`config.mk`:
```
export PLATFORM = sky130hd
export DESIGN_NAME = mac_neuron_unit_flat
export DESIGN_NICKNAME = d
export VERILOG_FILES = /design/src/rtl/mac_neuron_unit_if.sv /design/src/rtl/mac_neuron_unit.sv /design/src/flat_wrapper.sv
export SDC_FILE = /design/constraint.sdc
export NUM_CORES = 1
export LEC_CHECK = 0
export ABC_AREA = 1
export BUFFER_PORTS_ARGS = -buffer_cell sky130_fd_sc_hd__buf_2
export CAP_MARGIN = 20
export CELL_PAD_IN_SITES_DETAIL_PLACEMENT = 1
export CELL_PAD_IN_SITES_GLOBAL_PLACEMENT = 1
export CORE_MARGIN = 3
export CORE_UTILIZATION = 47
export CTS_BUF_LIST = sky130_fd_sc_hd__clkbuf_2 sky130_fd_sc_hd__clkbuf_4 sky130_fd_sc_hd__clkbuf_8
export CTS_CLUSTER_SIZE = 8
export DETAILED_ROUTE_END_ITERATION = 16
export PLACE_DENSITY = 0.91
export SETUP_SLACK_MARGIN = 0.4
export SLEW_MARGIN = 20
export SYNTH_ARGS = -nofsm -noshare
export SYNTH_HDL_FRONTEND = slang
export SYNTH_SLANG_ARGS = --single-unit
export TNS_END_PERCENT = 30
```
`constraint.sdc`:
```
create_clock -name clk -period 3.1 [get_ports clk]
set_input_delay 0.155 -clock clk [delete_from_list [all_inputs] [get_ports clk]]
set_output_delay 0.155 -clock clk [all_outputs]
set_load 0.005 [all_outputs]
```
`src/rtl/mac_neuron_unit_if.sv`:
```
// ============================================================================
// Module : mac_neuron_unit_if
// Brief  : Start/operand stream and result bundle of the MAC neuron engine.
// Rev    : 1.0  initial release
// ============================================================================
`default_nettype none

interface mac_neuron_unit_if #(
    parameter int DW = 8,
    parameter int N  = 4
);
    localparam int ACC_W = 2 * DW + $clog2(N);

    logic             start;
    logic             in_valid;
    logic [DW-1:0]    main_in;
    logic [DW-1:0]    weight_in;
    logic             in_ready;
    logic             busy;
    logic             done;
    logic [ACC_W-1:0] res_out;

    modport master (
        output start, in_valid, main_in, weight_in,
        input  in_ready, busy, done, res_out
    );

    modport slave (
        input  start, in_valid, main_in, weight_in,
        output in_ready, busy, done, res_out
    );
endinterface

`default_nettype wire

```
`src/rtl/mac_neuron_unit.sv`:
```
// ============================================================================
// Module : mac_neuron_unit
// Brief  : Streaming N-term multiply-accumulate neuron; optional ReLU on the
//          result when MAC_NEURON_RELU_EN is defined.
// Rev    : 1.0  initial release
// ============================================================================
`default_nettype none

module mac_neuron_unit #(
    parameter int DW     = 8,
    parameter int N      = 4,
    parameter int SIGNED = 1
) (
    input  wire logic          clk,
    input  wire logic          rst,
    mac_neuron_unit_if.slave   bus
);
    localparam int ACC_W = 2 * DW + $clog2(N);
    localparam int CNT_W = $clog2(N + 1);
    localparam logic [CNT_W-1:0] C_LAST = CNT_W'(N - 1);

    typedef enum logic [1:0] {
        S_IDLE  = 2'd0,
        S_LOAD  = 2'd1,
        S_FLUSH = 2'd2,
        S_DONE  = 2'd3
    } state_t;

    state_t           state_q;
    logic [CNT_W-1:0] cnt_q;
    logic [ACC_W-1:0] acc_q;
    logic [ACC_W-1:0] prod_q;
    logic             pvld_q;
    logic             in_ready_q;
    logic             busy_q;
    logic             done_q;
    logic [ACC_W-1:0] res_q;

    logic             hs_d;
    logic [ACC_W-1:0] prod_d;
    logic [ACC_W-1:0] sum_d;
    logic [ACC_W-1:0] res_d;

    assign hs_d = bus.in_valid && in_ready_q;

    // Operands are widened to 2*DW before multiplying so the full product is kept.
    generate
        if (SIGNED != 0) begin : g_signed
            logic signed [2*DW-1:0] w_prod_s;
            assign w_prod_s = $signed({{DW{bus.main_in[DW-1]}}, bus.main_in})
                            * $signed({{DW{bus.weight_in[DW-1]}}, bus.weight_in});
            assign prod_d   = ACC_W'(w_prod_s);
        end else begin : g_unsigned
            logic [2*DW-1:0] w_prod_u;
            assign w_prod_u = {{DW{1'b0}}, bus.main_in} * {{DW{1'b0}}, bus.weight_in};
            assign prod_d   = ACC_W'(w_prod_u);
        end
    endgenerate

    assign sum_d = acc_q + (pvld_q ? prod_q : '0);

`ifdef MAC_NEURON_RELU_EN
    assign res_d = ((SIGNED != 0) && sum_d[ACC_W-1]) ? '0 : sum_d;
`else
    assign res_d = sum_d;
`endif

    always_ff @(posedge clk or posedge rst) begin
        if (rst) begin
            state_q    <= S_IDLE;
            cnt_q      <= '0;
            acc_q      <= '0;
            prod_q     <= '0;
            pvld_q     <= 1'b0;
            in_ready_q <= 1'b0;
            busy_q     <= 1'b0;
            done_q     <= 1'b0;
            res_q      <= '0;
        end else begin
            pvld_q <= hs_d;
            done_q <= 1'b0;
            if (hs_d) begin
                prod_q <= prod_d;
            end
            if (pvld_q) begin
                acc_q <= sum_d;
            end
            case (state_q)
                S_IDLE: begin
                    if (bus.start) begin
                        state_q    <= S_LOAD;
                        in_ready_q <= 1'b1;
                        busy_q     <= 1'b1;
                        acc_q      <= '0;
                        cnt_q      <= '0;
                        pvld_q     <= 1'b0;
                    end
                end
                S_LOAD: begin
                    if (hs_d) begin
                        cnt_q <= cnt_q + CNT_W'(1);
                        if (cnt_q == C_LAST) begin
                            state_q    <= S_FLUSH;
                            in_ready_q <= 1'b0;
                        end
                    end
                end
                S_FLUSH: begin
                    // Last product is still in prod_q; fold it straight into the result.
                    state_q <= S_DONE;
                    busy_q  <= 1'b0;
                    done_q  <= 1'b1;
                    res_q   <= res_d;
                end
                S_DONE: begin
                    state_q <= S_IDLE;
                end
                default: begin
                    state_q <= S_IDLE;
                end
            endcase
        end
    end

    assign bus.in_ready = in_ready_q;
    assign bus.busy     = busy_q;
    assign bus.done     = done_q;
    assign bus.res_out  = res_q;

endmodule

`default_nettype wire

```
`src/flat_wrapper.sv`:
```
// flat-port wrapper written by rule: the top's interface ports become plain ports
module mac_neuron_unit_flat 
#(
    parameter int DW     = 8,
    parameter int N      = 4,
    parameter int SIGNED = 1
)
  (clk, rst, bus_start, bus_in_valid, bus_main_in, bus_weight_in, bus_in_ready, bus_busy, bus_done, bus_res_out);
  mac_neuron_unit_if #(.DW(DW), .N(N)) bus_i ();
  input  wire logic clk;
  input  wire logic rst;
  input wire logic [$bits(bus_i.start)-1:0] bus_start;
  input wire logic [$bits(bus_i.in_valid)-1:0] bus_in_valid;
  input wire logic [$bits(bus_i.main_in)-1:0] bus_main_in;
  input wire logic [$bits(bus_i.weight_in)-1:0] bus_weight_in;
  output wire logic [$bits(bus_i.in_ready)-1:0] bus_in_ready;
  output wire logic [$bits(bus_i.busy)-1:0] bus_busy;
  output wire logic [$bits(bus_i.done)-1:0] bus_done;
  output wire logic [$bits(bus_i.res_out)-1:0] bus_res_out;
  assign bus_i.start = bus_start;
  assign bus_i.in_valid = bus_in_valid;
  assign bus_i.main_in = bus_main_in;
  assign bus_i.weight_in = bus_weight_in;
  assign bus_in_ready = bus_i.in_ready;
  assign bus_busy = bus_i.busy;
  assign bus_done = bus_i.done;
  assign bus_res_out = bus_i.res_out;
  mac_neuron_unit #(.DW(DW), .N(N), .SIGNED(SIGNED)) u_core (.clk(clk), .rst(rst), .bus(bus_i));
endmodule
```
-- Word-level counts from Yosys, hierarchy flattened
Cells that the tools add are included.
W data, S select, Z words.
- flip-flop bits (word level): 61
- latch bits: 0
- bits in writable memories: 0
- ROM bits: 0
- input port bits: 20
- output and inout port bits: 21
- memories: 0
- add/subtract/negate cells: 2
- $mul: 1
- divide/modulo/power cells: 0
- order comparisons: 0
- equality and inequality tests: 7
- shift operators: 0
- mux-type cells: 19
- bitwise operators: 0
- reductions and logical operators: 8
- operators by type and width (operator ; count):
    $mux W18 ; 4
    $add A18 B18 Y18 ; 1
    $mul A8 B8 Y16 ; 1
    $pmux W2 S4 ; 1
    $mux W1 ; 6
    $mux W2 ; 3
    $mux W3 ; 2
    $pmux W3 S2 ; 1
    $reduce_and A3 Y1 ; 2
    $eq A2 B2 Y1 const B ; 2
    $ne A2 B1 Y1 const B ; 2
    $pmux W1 S2 ; 2
    $reduce_and A4 Y1 ; 1
    $reduce_bool A2 Y1 ; 2
    $add A3 B1 Y3 const B ; 1
    $eq A3 B2 Y1 const B ; 1
    $eq A2 B1 Y1 const B ; 1
    $logic_not A2 Y1 ; 1
    $ne A2 B2 Y1 const B ; 1
    $reduce_and A2 Y1 ; 1
    $logic_and A1 B1 Y1 ; 1

-- Logic depth before layout (Yosys ltp)
Gate-level depths: netlist of run 1.
- word-level depth: 5
- depth in mapped cells: 23
- mapped depth without buffers: 22

-- Worst setup path before layout of run 1
OpenSTA, ideal clock, no wires.
- path kind: input -> register
- start point: input bus_main_in[0]
- end point: register u_core.prod_q[13]
- arrival: 3.837 ns
- setup slack: -0.855 ns
- stages on the path: 19
- path buffers: 1
- cell sequence: clkbuf_1 > or2_2 > fa_1 > fa_1 > inv_1 > fa_1 > inv_1 > fa_1 > inv_1 > ha_1 > inv_1 > nor3_1 > nand2_1 > nand3_1 > nand2_1 > nand3_1 > nand2_1 > nand3_1 > nand2_1
- word-level cells in the longest chain between the ends: 1
- ends and longest elaborated chain (what ; line ; text):
    start: declaration ; flat_wrapper.sv:14 ; input wire logic [$bits(bus_i.main_in)-1:0] bus_main_in;
    $mul A8 B8 Y16 ; mac_neuron_unit.sv:51 ; * $signed({{DW{bus.weight_in[DW-1]}}, bus.weight_in});
    end signal: assignment ; mac_neuron_unit.sv:83 ; prod_q <= prod_d;
    end: declaration ; mac_neuron_unit.sv:32 ; logic [ACC_W-1:0] prod_q;
No other way between the ends.
A chain may end at the register's enable or synchronous reset.

-- Final worst setup path of run 1
- start point: input bus_weight_in[5]
- end point: register u_core.prod_q[13]
- word-level cells in the longest chain between the ends: 1
- ends and longest elaborated chain (what ; line ; text):
    start: declaration ; flat_wrapper.sv:15 ; input wire logic [$bits(bus_i.weight_in)-1:0] bus_weight_in;
    $mul A8 B8 Y16 ; mac_neuron_unit.sv:51 ;
No other way between the ends.

==> results.md, run 1 <==
| Quantity | This run | Unit |
| --- | --- | --- |
| Part of the Yosys area used for sequential elements | 24.28 | % |
| Crit path launch | bus_weight_in[5] | - |
| Routed vias | 6148 | - |
| Number of warnings issued by yosys | 0 | - |
| Number of buffers created by CTS | 9 | - |
| Worst VDD drop | 0.4965 | mV |
| Failing checks | setup timing | - |
| Number of input and output port buffers inserted | 40 | - |
| Max Slew Vio Count | 0 | - |
| Final weighted congestion in routability-driven placement | 0.9122 | - |
| P per Cell Area | 973.1 | nW/um^2 |
| Number of synthesized register bits | 61 | - |
| Placed Cells | 1108 | - |
| Y dimension of the die | 121.7 | um |
| Final worst clock skew | 0.01026 | ns |
| Cell taking the most area after synthesis | sky130_fd_sc_hd__dfrtp_1 | - |
| Initial antenna violation count | 0 | - |
| Post-DR wirelength/cell | 19.49 | um |
| Average cell area after synthesis | 7.143 | sq um |
| Sum of overflow across all layers after global routing | 0 | - |
| Post-route non-filler standard cell count | 1127 | - |
| Complex-gate fraction of the synthesized area | 5.951 | % |
| Relative area change from synthesis to final layout | 19.77 | % |
| Fraction of final layout cells with drive strength greater than 1 | 19.58 | % |
| Crit. End Element | flop | - |
| Mapped Nets | 1007 | - |
| Vias per cell | 5.455 | - |
| Adder-cell share of the synthesized area | 27.99 | % |
| Crit start category | input pin | - |
| Post-synthesis instance total | 880 | - |
| Transition time at the pin with the least slew margin | 0.6123 | ns |
| Logic pwr share | 69.8 | % |
| Slack of the critical path | -0.6009 | ns |
| NumNets Final | 1077 | - |
| Post-route setup TNS | -4.312 | ns |
| Xor and xnor fraction of the mapped netlist area | 1.811 | % |
| Most used cells in the layout excluding fill and tap cells | sky130_fd_sc_hd__nand2_1 (251), sky130_fd_sc_hd__inv_1 (186), sky130_fd_sc_hd__dfrtp_1 (61) | - |
| Required time at the endpoint of the critical path | 3.36 | ns |
| Global router's overall resource usage | 30.45 | % |
| Post-synthesis share of cell area spent on and, or, nand and nor gates | 25.92 | % |
| Area of all placed cells without fillers | 7528 | sq um |
| Initial Utilization | 49.01 | % |
| Setup repair after global routing missed its margin | yes | - |
| Internal Power | 3633 | uW |
| Die area | 14800 | sq um |
| Relative contribution of sequential cells to total power | 19.0 | % |
| Share of total power in the clock network | 11.2 | % |
| Maximum count of clock buffers along a single path | 2 | - |
| Clock latency reported for the late side of the worst-skew pair | 0.36 | ns |
| Share of flip-flops with an asynchronous set or reset after synthesis | 100.0 | % |
| DRC marker count from the first detailed-route iteration | 383 | - |
| H-tree depth reported by CTS | 3 | - |
| Total Power Consumption | 7326 | uW |
| Leakage Power | 0.004439 | uW |
| Depth of the worst register-to-register path | 12 | - |
| Synthesized cell area | 6286 | sq um |
| Antenna diode instance count | 0 | - |
| DRC violations left | 0 | - |
| Max Fanout on Critical Path | 7 | - |
| Share of total power consumed by net switching | 50.41 | % |
| Maximum number of pins on one net before global-route repair | 39 | - |
| Minimum setup slack among reg-to-reg paths | 0.50 | ns |
| Final Hold Violating Endpoints | 0 | - |
| Commonest non-fill, non-tap cell in the layout | sky130_fd_sc_hd__nand2_1 | - |
| Critical path arrival | 3.96 | ns |
| Endpoint of the most critical setup path | u_core.prod_q[13]$_DFFE_PP0P_ | - |
| Reg2reg end | u_core.acc_q[12]$_DFF_PP0_ | - |
| First-pass GRT wire length | 34750 | um |
| Detailed placement HPWL | 15580 | um |
| Number of global-route vias before repair | 6853 | - |
| Root cell of the clock tree | sky130_fd_sc_hd__clkbuf_8 | - |
| ANT nets after route | 0 | - |
| Post-synth top flop | sky130_fd_sc_hd__dfrtp_1 | - |
| FF-to-FF Start | u_core.pvld_q$_DFF_PP0_ | - |
| Number of core rows | 41 | - |
| Combinational family with the most area after synthesis | adder cells | - |
| Clock tree sinks | 61 | - |
| MaxCap Viol Count | 0 | - |
| Top Ports | 41 | - |
| Final Routed Wirelength | 21970 | um |
| Crit Path Class | input pin to flop | - |
| Pre-CTS worst setup slack | -0.9641 | ns |
| Outcome | complete, but fails checks | - |
| Maximum clock rate | 270.2 | MHz |
| Min Tclk post-route | 3.701 | ns |
| Count of flip-flops with a built-in enable after synthesis | 0 | - |
| Floorplan core area | 12820 | sq um |
| Top area cells in the synthesized netlist | sky130_fd_sc_hd__dfrtp_1 (24%), sky130_fd_sc_hd__fa_1 (18%), sky130_fd_sc_hd__nand2_1 (16%) | - |
| Hold crit path type | input pin to flop | - |
| Clock-pin slew reported for the worst setup and hold paths after clock tree synthesis | 0.08 | ns |
| Max-Slew Margin vs Limit | 58.93 | % |
| Die X-Extent | 121.7 | um |
| Setup-failing EPs final | 9 | - |
| Proportion of synthesized area in mux cells | 0 | % |
| Fraction of synthesized cell area taken by the top area cell type | 24.28 | % |
| Switching power | 3693 | uW |
| Share of the clock period used by the worst path after layout | 119.4 | % |
| Post-place instance area | 7074 | sq um |
| CTS tree | built | - |
| Synth cell types | 35 | - |
| Detailed Routing Iterations Pass 1 | 5 | - |
-- timing repair --
action,4_1_cts,5_1_grt
hold buffers,1,0
endpoints found under the setup margin,11,11
endpoints found under the hold margin,23,0
pin swaps,24,22
resized for setup,45,31
buffers inserted,2,0
-- worst max-delay path, stage by stage --
cell                      delay [ns]
sky130_fd_sc_hd__buf_2          0.17
sky130_fd_sc_hd__nand2_2        0.08
sky130_fd_sc_hd__inv_1          0.06
sky130_fd_sc_hd__fa_1           0.58
sky130_fd_sc_hd__fa_1           0.49
sky130_fd_sc_hd__fa_1           0.58
sky130_fd_sc_hd__inv_1          0.08
sky130_fd_sc_hd__fa_1           0.54
sky130_fd_sc_hd__inv_1          0.07
sky130_fd_sc_hd__ha_4           0.30
sky130_fd_sc_hd__nand2_4        0.07
sky130_fd_sc_hd__nor3_4         0.21
sky130_fd_sc_hd__nand2_1        0.10
sky130_fd_sc_hd__nand3_2        0.10
sky130_fd_sc_hd__nand2_2        0.08
sky130_fd_sc_hd__nand3_2        0.07
sky130_fd_sc_hd__nand2_1        0.06
sky130_fd_sc_hd__nand3_1        0.08
sky130_fd_sc_hd__nand2_1        0.07
-- worst min path at each step --
stage,startpoint,to,cells after the start
6_report,bus_start,u_core.bus.busy$_DFFE_PP0P_,4
5_1_grt,bus_start,u_core.bus.busy$_DFFE_PP0P_,4
4_1_cts,bus_start,u_core.bus.busy$_DFFE_PP0P_,4
3_5_place_dp,rst,u_core.bus.done$_DFF_PP0_,2
3_3_place_gp,rst,u_core.bus.done$_DFF_PP0_,2
2_1_floorplan,bus_in_valid,u_core.prod_q[12]$_DFFE_PP0P_,2
-- power groups by stage --
stage	Combinational [uW]	Clock [uW]	Sequential (uW)
after floorplan	3100	0	1330
after global placement	4130	0	1360
after detailed placement	4520	0	1380
after CTS	4760	827	1380
after global routing	5590	867	1420
final	5120	819	1390
-- synth_stat cells (2+ instances only) --
cell and number:
sky130_fd_sc_hd__buf_2 4, sky130_fd_sc_hd__or2_1 3, sky130_fd_sc_hd__o21ai_0 29, sky130_fd_sc_hd__nand3_1 41, sky130_fd_sc_hd__nand2_1 269, sky130_fd_sc_hd__buf_1 2
sky130_fd_sc_hd__nand2_2 5, sky130_fd_sc_hd__fa_1 56, sky130_fd_sc_hd__a21oi_1 21, sky130_fd_sc_hd__clkbuf_1 20, sky130_fd_sc_hd__xor2_1 6, sky130_fd_sc_hd__or2_2 3
sky130_fd_sc_hd__xnor2_1 7, sky130_fd_sc_hd__nand3b_1 2, sky130_fd_sc_hd__dfrtp_1 61, sky130_fd_sc_hd__nor2_1 61, sky130_fd_sc_hd__a21oi_2 3, sky130_fd_sc_hd__a31oi_1 5
sky130_fd_sc_hd__ha_1 51, sky130_fd_sc_hd__nor2_2 4, sky130_fd_sc_hd__nand4_1 6, sky130_fd_sc_hd__inv_1 205, sky130_fd_sc_hd__o22ai_1 2, sky130_fd_sc_hd__o211ai_1 3
-- sequential cells by signal (all words and copies together) (netlist names) --
signal,cells
u_core.acc_q,18
u_core.bus.res_out,18
u_core.prod_q,16
u_core.cnt_q,3
u_core.state_q,2
u_core.bus.busy,1
u_core.bus.done,1
u_core.bus.in_ready,1
u_core.pvld_q,1
-- area by class of cell --
class	instances	area, sq um
multi-input combinational	586	4151
clock inverter	7	100.1
inverter	206	785.8
tap	172	215.2
timing repair buffer	86	625.6
fill	1627	5296
clock buffer	9	123.9
sequential	61	1526
-- metrics by stage --
| step | hold slack (ns) | util (%) |
|---|---|---|
| 3_5_place_dp | 0.2249 | 55.16 |
| 6_report | 0.1553 | 58.70 |
| 3_3_place_gp | 0.2200 | 55.16 |
| 5_1_grt | 0.1919 | 58.70 |
| 4_1_cts | 0.1454 | 57.99 |
| 2_1_floorplan | 0.3693 | - |
-- metal layers --
metal / routed length, um / vias up / track usage, %
li1: - / 2770 / -
met1: 8211 / 2967 / 34.66
met2: 11120 / 291 / 53.58
met3: 1163 / 120 / 5.757
met4: 1474 / 0 / 17.09
met5: 0 / - / 0
-- cells by family after synthesis --
family,after synthesis
xor+xnor,13
simple gates,399
fa+ha+maj,107
flops,61
buf+inv,233
compound gates,67
Power figures use the tool's default switching activity.
==> inputs of run 2 (changes only) <==
MAX_ROUTING_LAYER = met4   (was not set)
PLACE_DENSITY = 0.83   (was 0.91)
==> results.md, run 2 (synthesis results as in run 1) <==
| Quantity | This run | Unit | vs previous |
| --- | --- | --- | --- |
| Final worst clock skew | 0.009285 | ns | was 0.01026 ns |
| Max Fanout on Critical Path | 6 | - | was 7 |
| Initial antenna violation count | 0 | - | unchanged |
| Most used cells in the layout excluding fill and tap cells | sky130_fd_sc_hd__nand2_1 (254), sky130_fd_sc_hd__inv_1 (187), sky130_fd_sc_hd__dfrtp_1 (61) | - | was sky130_fd_sc_hd__nand2_1 (251), sky130_fd_sc_hd__inv_1 (186), sky130_fd_sc_hd__dfrtp_1 (61) |
| Top Ports | 41 | - | unchanged |
| Leakage Power | 0.004456 | uW | was 0.004439 uW |
| Area of all placed cells without fillers | 7547 | sq um | was 7528 sq um |
| Maximum count of clock buffers along a single path | 2 | - | unchanged |
| Global router's overall resource usage | 26.24 | % | was 30.45% |
| First-pass GRT wire length | 30100 | um | was 34750 um |
| Final weighted congestion in routability-driven placement | 0.9176 | - | was 0.9122 |
| Failing checks | setup timing | - | unchanged |
| Sum of overflow across all layers after global routing | 0 | - | unchanged |
| Worst VDD drop | 0.3192 | mV | was 0.4965 mV |
| Antenna diode instance count | 0 | - | unchanged |
| Detailed placement HPWL | 14290 | um | was 15580 um |
| Number of input and output port buffers inserted | 40 | - | unchanged |
| Post-place instance area | 7089 | sq um | was 7074 sq um |
| Min Tclk post-route | 3.388 | ns | was 3.701 ns |
| Number of global-route vias before repair | 6596 | - | was 6853 |
| Post-route non-filler standard cell count | 1127 | - | unchanged |
| Clock tree sinks | 61 | - | unchanged |
| Final Routed Wirelength | 17520 | um | was 21970 um |
| Share of the clock period used by the worst path after layout | 109.3 | % | was 119.4% |
| Critical path arrival | 3.66 | ns | was 3.96 ns |
| Vias per cell | 5.062 | - | was 5.455 |
| Clock latency reported for the late side of the worst-skew pair | 0.36 | ns | about the same |
| MaxCap Viol Count | 0 | - | unchanged |
| Crit. End Element | flop | - | unchanged |
| Depth of the worst register-to-register path | 12 | - | unchanged |
| Die area | 14800 | sq um | unchanged |
| Commonest non-fill, non-tap cell in the layout | sky130_fd_sc_hd__nand2_1 | - | unchanged |
| DRC violations left | 0 | - | unchanged |
| Placed Cells | 1110 | - | was 1108 |
| Relative area change from synthesis to final layout | 20.06 | % | was 19.77% |
| DRC marker count from the first detailed-route iteration | 215 | - | was 383 |
| Die X-Extent | 121.7 | um | unchanged |
| Setup repair after global routing missed its margin | yes | - | unchanged |
| Post-DR wirelength/cell | 15.55 | um | was 19.49 um |
| Number of core rows | 41 | - | unchanged |
| Crit Path Class | input pin to flop | - | unchanged |
| Hold Worst Slack | 0.1378 | ns | was 0.1553 ns |
| Max-Slew Margin vs Limit | 44.47 | % | was 58.93% |
| Maximum clock rate | 295.1 | MHz | was 270.2 MHz |
| Hold-critical path depth | 4 | - | unchanged |
| Crit start category | input pin | - | unchanged |
| Slack of the critical path | -0.2885 | ns | was -0.6009 ns |
| Hold crit path type | input pin to flop | - | unchanged |
| Transition time at the pin with the least slew margin | 0.8319 | ns | was 0.6123 ns |
| Floorplan core area | 12820 | sq um | unchanged |
| Clock-pin slew reported for the worst setup and hold paths after clock tree synthesis | 0.07 | ns | was 0.08 ns |
| Y dimension of the die | 121.7 | um | unchanged |
| Total Power Consumption | 6850 | uW | was 7326 uW |
| Routed vias | 5705 | - | was 6148 |
| Detailed Routing Iterations Pass 1 | 4 | - | was 5 |
| H-tree depth reported by CTS | 3 | - | unchanged |
| Required time at the endpoint of the critical path | 3.37 | ns | was 3.36 ns |
| Number of buffers created by CTS | 9 | - | unchanged |
| Outcome | complete, but fails checks | - | unchanged |
| Post-CTS repair timing setup buffer count | 0 | - | was 2 |
| CTS tree | built | - | unchanged |
| Final Hold Violating Endpoints | 0 | - | unchanged |
| Max Slew Vio Count | 0 | - | unchanged |
| Maximum number of pins on one net before global-route repair | 48 | - | was 39 |
| NumNets Final | 1077 | - | unchanged |
| Root cell of the clock tree | sky130_fd_sc_hd__clkbuf_8 | - | unchanged |
| ANT nets after route | 0 | - | unchanged |
| P per Cell Area | 907.6 | nW/um^2 | was 973.1 nW/um^2 |
| Setup-failing EPs final | 9 | - | unchanged |
| Fraction of final layout cells with drive strength greater than 1 | 19.69 | % | was 19.58% |
| Post-route setup TNS | -1.835 | ns | was -4.312 ns |
| Initial Utilization | 49.01 | % | unchanged |
## run 2: changes by cell type in the layout (fill, tap and decap cells not counted), sizes merged
cell	change
buf	-1
clkinvlp	-2
clkinv	+2
clkbuf	+1
## run 2: metrics by stage
step                setup slack, ns  util, %
floorplan                   -0.4444        -
global placement            -0.6940    55.28
detailed placement          -0.8288    55.28
CTS                         -0.2514    58.42
global route                -0.4313    58.85
finish                      -0.2885    58.85
## run 2: critical path, stage by stage
cell and delay [ns]:
sky130_fd_sc_hd__buf_8 0.10, sky130_fd_sc_hd__buf_6 0.11, sky130_fd_sc_hd__fa_1 0.52, sky130_fd_sc_hd__inv_1 0.06, sky130_fd_sc_hd__fa_1 0.53, sky130_fd_sc_hd__inv_2 0.06, sky130_fd_sc_hd__fa_1 0.52, sky130_fd_sc_hd__inv_1 0.05
sky130_fd_sc_hd__fa_1 0.49, sky130_fd_sc_hd__inv_2 0.05, sky130_fd_sc_hd__ha_4 0.31, sky130_fd_sc_hd__a21oi_4 0.07, sky130_fd_sc_hd__o21ai_2 0.18, sky130_fd_sc_hd__a21oi_1 0.09, sky130_fd_sc_hd__or2_1 0.23, sky130_fd_sc_hd__a31oi_1 0.14
## run 2: area by class of cell
cell class	count	area, sq um
multi-input cells	586	4173
inverters	206	779.5
clock buffers	9	123.9
fillers	1642	5278
flip-flops and latches	61	1526
clock inverters	7	98.84
repair buffers	86	630.6
well taps	172	215.2
## run 2: what timing repair did
action	4_1_cts	5_1_grt
setup endpoints to repair	11	11
gates resized for setup	53	16
hold buffers	0	1
pin swaps	26	5
endpoints found under the hold margin	0	43
## run 2: power by group
| part | internal [uW] | switching [uW] | leakage [uW] |
|---|---|---|---|
| Combinational | 1940 | 2740 | 0.00358 |
| Clock | 456 | 351 | 0.000110 |
| Sequential | 1160 | 208 | 0.000768 |
## run 2: worst paths after layout
check	from	to	slack [ns]
max	bus_weight_in[7]	u_core.prod_q[10]$_DFFE_PP0P_	-0.29
min reg2reg	u_core.prod_q[5]$_DFFE_PP0P_	u_core.prod_q[5]$_DFFE_PP0P_	0.47
max reg2reg	u_core.pvld_q$_DFF_PP0_	u_core.acc_q[12]$_DFF_PP0_	0.76
min in group asynchronous	rst	u_core.cnt_q[1]$_DFFE_PP0P_	0.51
max in group asynchronous	rst	u_core.acc_q[8]$_DFF_PP0_	1.88
min	bus_start	u_core.bus.busy$_DFFE_PP0P_	0.14
## run 2: routing by layer
layer	track usage, %	wire (um)	vias to the layer above
met5	-	0	-
met2	51.54	9826	79
met3	2.043	326	37
met4	9.804	456	0
met1	26.95	6910	2831
li1	-	-	2758
==> inputs of run 3 (changes only) <==
BUFFER_PORTS_ARGS = not set   (was -buffer_cell sky130_fd_sc_hd__buf_2)
CORE_UTILIZATION = 50   (was 47)
DONT_BUFFER_PORTS = 1   (was not set)
PLACE_DENSITY = not set   (was 0.83)
PLACE_DENSITY_LB_ADDON = 0.1   (was not set)
clock period = 4.4 ns   (was 3.1 ns; I/O delays follow)
==> results.md, run 3 (synthesis results as in run 1) <==
| Quantity | This run | Unit | vs previous |
| --- | --- | --- | --- |
| Outcome | complete, but fails checks | - | unchanged |
| Failing checks | hold timing | - | was setup timing |
| Number of core rows | 40 | - | was 41 |
| Endpoint of the most critical setup path | u_core.prod_q[13]$_DFFE_PP0P_ | - | was u_core.prod_q[10]$_DFFE_PP0P_ |
| FF-to-FF Start | u_core.pvld_q$_DFF_PP0_ | - | unchanged |
| Root cell of the clock tree | sky130_fd_sc_hd__clkbuf_8 | - | unchanged |
| Initial Utilization | 51.69 | % | was 49.01% |
| MaxCap Viol Count | 0 | - | unchanged |
| CP Depth | 19 | - | was 16 |
| Relative area change from synthesis to final layout | 5.991 | % | was 20.06% |
| P per Cell Area | 610.2 | nW/um^2 | was 907.6 nW/um^2 |
| Final weighted congestion in routability-driven placement | 0.8968 | - | was 0.9176 |
| DRC violations left | 0 | - | unchanged |
| Max Slew Vio Count | 0 | - | unchanged |
| Minimum setup slack among reg-to-reg paths | 1.40 | ns | was 0.76 ns |
| Y dimension of the die | 118.1 | um | was 121.7 um |
| Crit start category | input pin | - | unchanged |
| Top Ports | 41 | - | unchanged |
| Crit path launch | bus_weight_in[7] | - | unchanged |
| Hold crit path type | input pin to asynchronous set/reset pin | - | was input pin to flop |
| NumNets Final | 993 | - | was 1077 |
| Final worst clock skew | 0.008835 | ns | was 0.009285 ns |
| Critical path arrival | 4.00 | ns | was 3.66 ns |
| Reg2reg end | u_core.acc_q[10]$_DFF_PP0_ | - | was u_core.acc_q[12]$_DFF_PP0_ |
| Max-Slew Margin vs Limit | 40.83 | % | was 44.47% |
| Final Hold Violating Endpoints | 16 | - | was 0 |
| Commonest non-fill, non-tap cell in the layout | sky130_fd_sc_hd__nand2_1 | - | unchanged |
| Post-DR wirelength/cell | 14.79 | um | was 15.55 um |
| Die area | 13950 | sq um | was 14800 sq um |
| Global router's overall resource usage | 23.92 | % | was 26.24% |
| Final Routed Wirelength | 15360 | um | was 17520 um |
| ANT nets after route | 0 | - | unchanged |
| Initial antenna violation count | 0 | - | unchanged |
| Detailed Routing Iterations Pass 1 | 4 | - | unchanged |
| Clock-pin slew reported for the worst setup and hold paths after clock tree synthesis | 0.07 | ns | about the same |
| Clock tree sinks | 61 | - | unchanged |
| Number of global-route vias before repair | 5823 | - | was 6596 |
| Max Fanout on Critical Path | 8 | - | was 6 |
| Routed vias | 5209 | - | was 5705 |
| CTS tree | built | - | unchanged |
| Post-CTS repair timing setup buffer count | 0 | - | unchanged |
| Transition time at the pin with the least slew margin | 0.8875 | ns | was 0.8319 ns |
| Leakage Power | 0.004050 | uW | was 0.004456 uW |
| Sum of overflow across all layers after global routing | 0 | - | unchanged |
| Maximum count of clock buffers along a single path | 2 | - | unchanged |
| Area of all placed cells without fillers | 6663 | sq um | was 7547 sq um |
| Post-route setup TNS | 0 | ns | was -1.835 ns |
| Vias per cell | 5.013 | - | was 5.062 |
| Worst VDD drop | 0.1843 | mV | was 0.3192 mV |
| Category of cells accounting for the largest share of critical-path delay | adder cells | - | unchanged |
| Min Tclk post-route | 3.763 | ns |  |
| Setup-failing EPs final | 0 | - | was 9 |
| H-tree depth reported by CTS | 3 | - | unchanged |
| Required time at the endpoint of the critical path | 4.63 | ns | was 3.37 ns |
| Detailed placement HPWL | 12780 | um | was 14290 um |
| Number of buffers created by CTS | 9 | - | unchanged |
| Antenna diode instance count | 0 | - | unchanged |
| Total Power Consumption | 4065 | uW | was 6850 uW |
| Post-place instance area | 6414 | sq um | was 7089 sq um |
| Layout filler cell count | 1597 | - | was 1642 |
| DRC marker count from the first detailed-route iteration | 182 | - | was 215 |
| Core Util, Final | 54.78 | % | was 58.85% |
| Cell repeated most along the worst path | sky130_fd_sc_hd__inv_1 | - | was sky130_fd_sc_hd__fa_1 |
| Number of input and output port buffers inserted | 0 | - | was 40 |
| Share of the clock period used by the worst path after layout | 85.53 | % |  |
| CP Cell Sequence | inv_1, or2_2, fa_1, fa_1, inv_1, fa_1, inv_1, fa_1, inv_1, ha_4, inv_1, nor3_2, nand2_1, nand3_1, nand2_1, nand3_1, nand2_1, nand3_1, nand2_1 | - | was buf_8, buf_6, fa_1, inv_1, fa_1, inv_2, fa_1, inv_1, fa_1, inv_2, ha_4, a21oi_4, o21ai_2, a21oi_1, or2_1, a31oi_1 |
| Combined buffer and inverter count along the critical path | 5 | - | was 6 |
| Maximum clock rate | 265.7 | MHz |  |
| Slowest cell on crit path | sky130_fd_sc_hd__fa_1 | - | unchanged |
| Clock latency reported for the late side of the worst-skew pair | 0.35 | ns | was 0.36 ns |
| Setup repair after global routing missed its margin | no | - | was yes |
| Slowest stage delay, CP | 0.54 | ns | was 0.53 ns |
| Crit Path Class | input pin to flop | - | unchanged |
| Depth of the worst register-to-register path | 12 | - | unchanged |
| Maximum number of pins on one net before global-route repair | 62 | - | was 48 |
| Floorplan core area | 12160 | sq um | was 12820 sq um |
| Die X-Extent | 118.1 | um | was 121.7 um |
| Most used cells in the layout excluding fill and tap cells | sky130_fd_sc_hd__nand2_1 (269), sky130_fd_sc_hd__inv_1 (204), sky130_fd_sc_hd__nor2_1 (61), sky130_fd_sc_hd__dfrtp_1 (61), sky130_fd_sc_hd__fa_1 (56) | - | was sky130_fd_sc_hd__nand2_1 (254), sky130_fd_sc_hd__inv_1 (187), sky130_fd_sc_hd__dfrtp_1 (61) |
| Hold Worst Slack | -0.02362 | ns | was 0.1378 ns |
| Crit. End Element | flop | - | unchanged |
| Fraction of final layout cells with drive strength greater than 1 | 4.363 | % | was 19.69% |
| First-pass GRT wire length | 26630 | um | was 30100 um |
==> run 3: changes by cell type in the layout (fill, tap and decap cells not counted), moves of 6 or more <==
cell and delta:
sky130_fd_sc_hd__ha_4 -9, sky130_fd_sc_hd__inv_2 -15, sky130_fd_sc_hd__nand2_2 -13, sky130_fd_sc_hd__fa_1 +8, sky130_fd_sc_hd__inv_1 +17, sky130_fd_sc_hd__buf_4 -45, sky130_fd_sc_hd__nand2_1 +15, sky130_fd_sc_hd__fa_2 -8
sky130_fd_sc_hd__ha_1 +12, sky130_fd_sc_hd__buf_6 -6, sky130_fd_sc_hd__buf_2 -27
==> run 3: worst register-to-register path: stages, from the launching register on <==
cell	delay (ns)
sky130_fd_sc_hd__dfrtp_1	0.84
sky130_fd_sc_hd__buf_4	0.41
sky130_fd_sc_hd__nand2_1	0.15
sky130_fd_sc_hd__fa_1	0.46
sky130_fd_sc_hd__nand3b_1	0.19
sky130_fd_sc_hd__nand2_2	0.13
sky130_fd_sc_hd__nand3_1	0.11
sky130_fd_sc_hd__nand2_1	0.13
sky130_fd_sc_hd__nand2_1	0.08
sky130_fd_sc_hd__nand3_1	0.09
sky130_fd_sc_hd__nand3_1	0.14
sky130_fd_sc_hd__nand2_1	0.12
sky130_fd_sc_hd__inv_1	0.04
==> run 3: what timing repair did <==
| action | 4_1_cts | 5_1_grt |
|---|---|---|
| gates resized for setup | 0 | 1 |
| setup endpoints to repair | 0 | 1 |
| hold buffers | 0 | 0 |
==> run 3: how the worst min path moves through the flow <==
stage	startpoint	endpoint	slack, ns	cells after the start
finish	rst	u_core.cnt_q[1]$_DFFE_PP0P_	-0.02	2
global route	rst	u_core.cnt_q[2]$_DFFE_PP0P_	0.04	2
CTS	rst	u_core.cnt_q[1]$_DFFE_PP0P_	0.003	2
detailed placement	rst	u_core.cnt_q[1]$_DFFE_PP0P_	0.39	2
global placement	rst	u_core.cnt_q[1]$_DFFE_PP0P_	0.37	2
floorplan	bus_in_valid	u_core.prod_q[12]$_DFFE_PP0P_	0.43	2
==> run 3: metrics by stage <==
stage | cells | setup slack (ns)
after floorplan | 880 | 0.4342
after global placement | 1023 | 0.3251
after CTS | 1039 | 0.5343
after global routing | 1039 | 0.4088
final | 1039 | 0.6369
after detailed placement | 1023 | 0.1674
==> run 3: report_power, final <==
group          switching [uW]  internal, uW
combinational            1560           908
sequential                181           816
clock                     222           380
total                    1960          2100
==> run 3: layout make-up <==
class	instances	area, sq um	area share, %
timing repair buffer	2	15.01	0.2254
multi-input combinational	586	3894	58.44
inverter	206	773.2	11.61
clock buffer	13	178.9	2.685
clock inverter	3	65.06	0.9765
tap	168	210.2	3.155
sequential	61	1526	22.91
==> run 3: layer usage <==
metal	vias to the layer above	routed length, um	part of all wire, %	global-route usage (%)
met5	-	0	0	-
met4	0	336	2.2	7.399
met3	29	378	2.5	3.652
met2	66	8314	54	44.44
met1	2525	6333	41	26.17
li1	2589	-	-	-
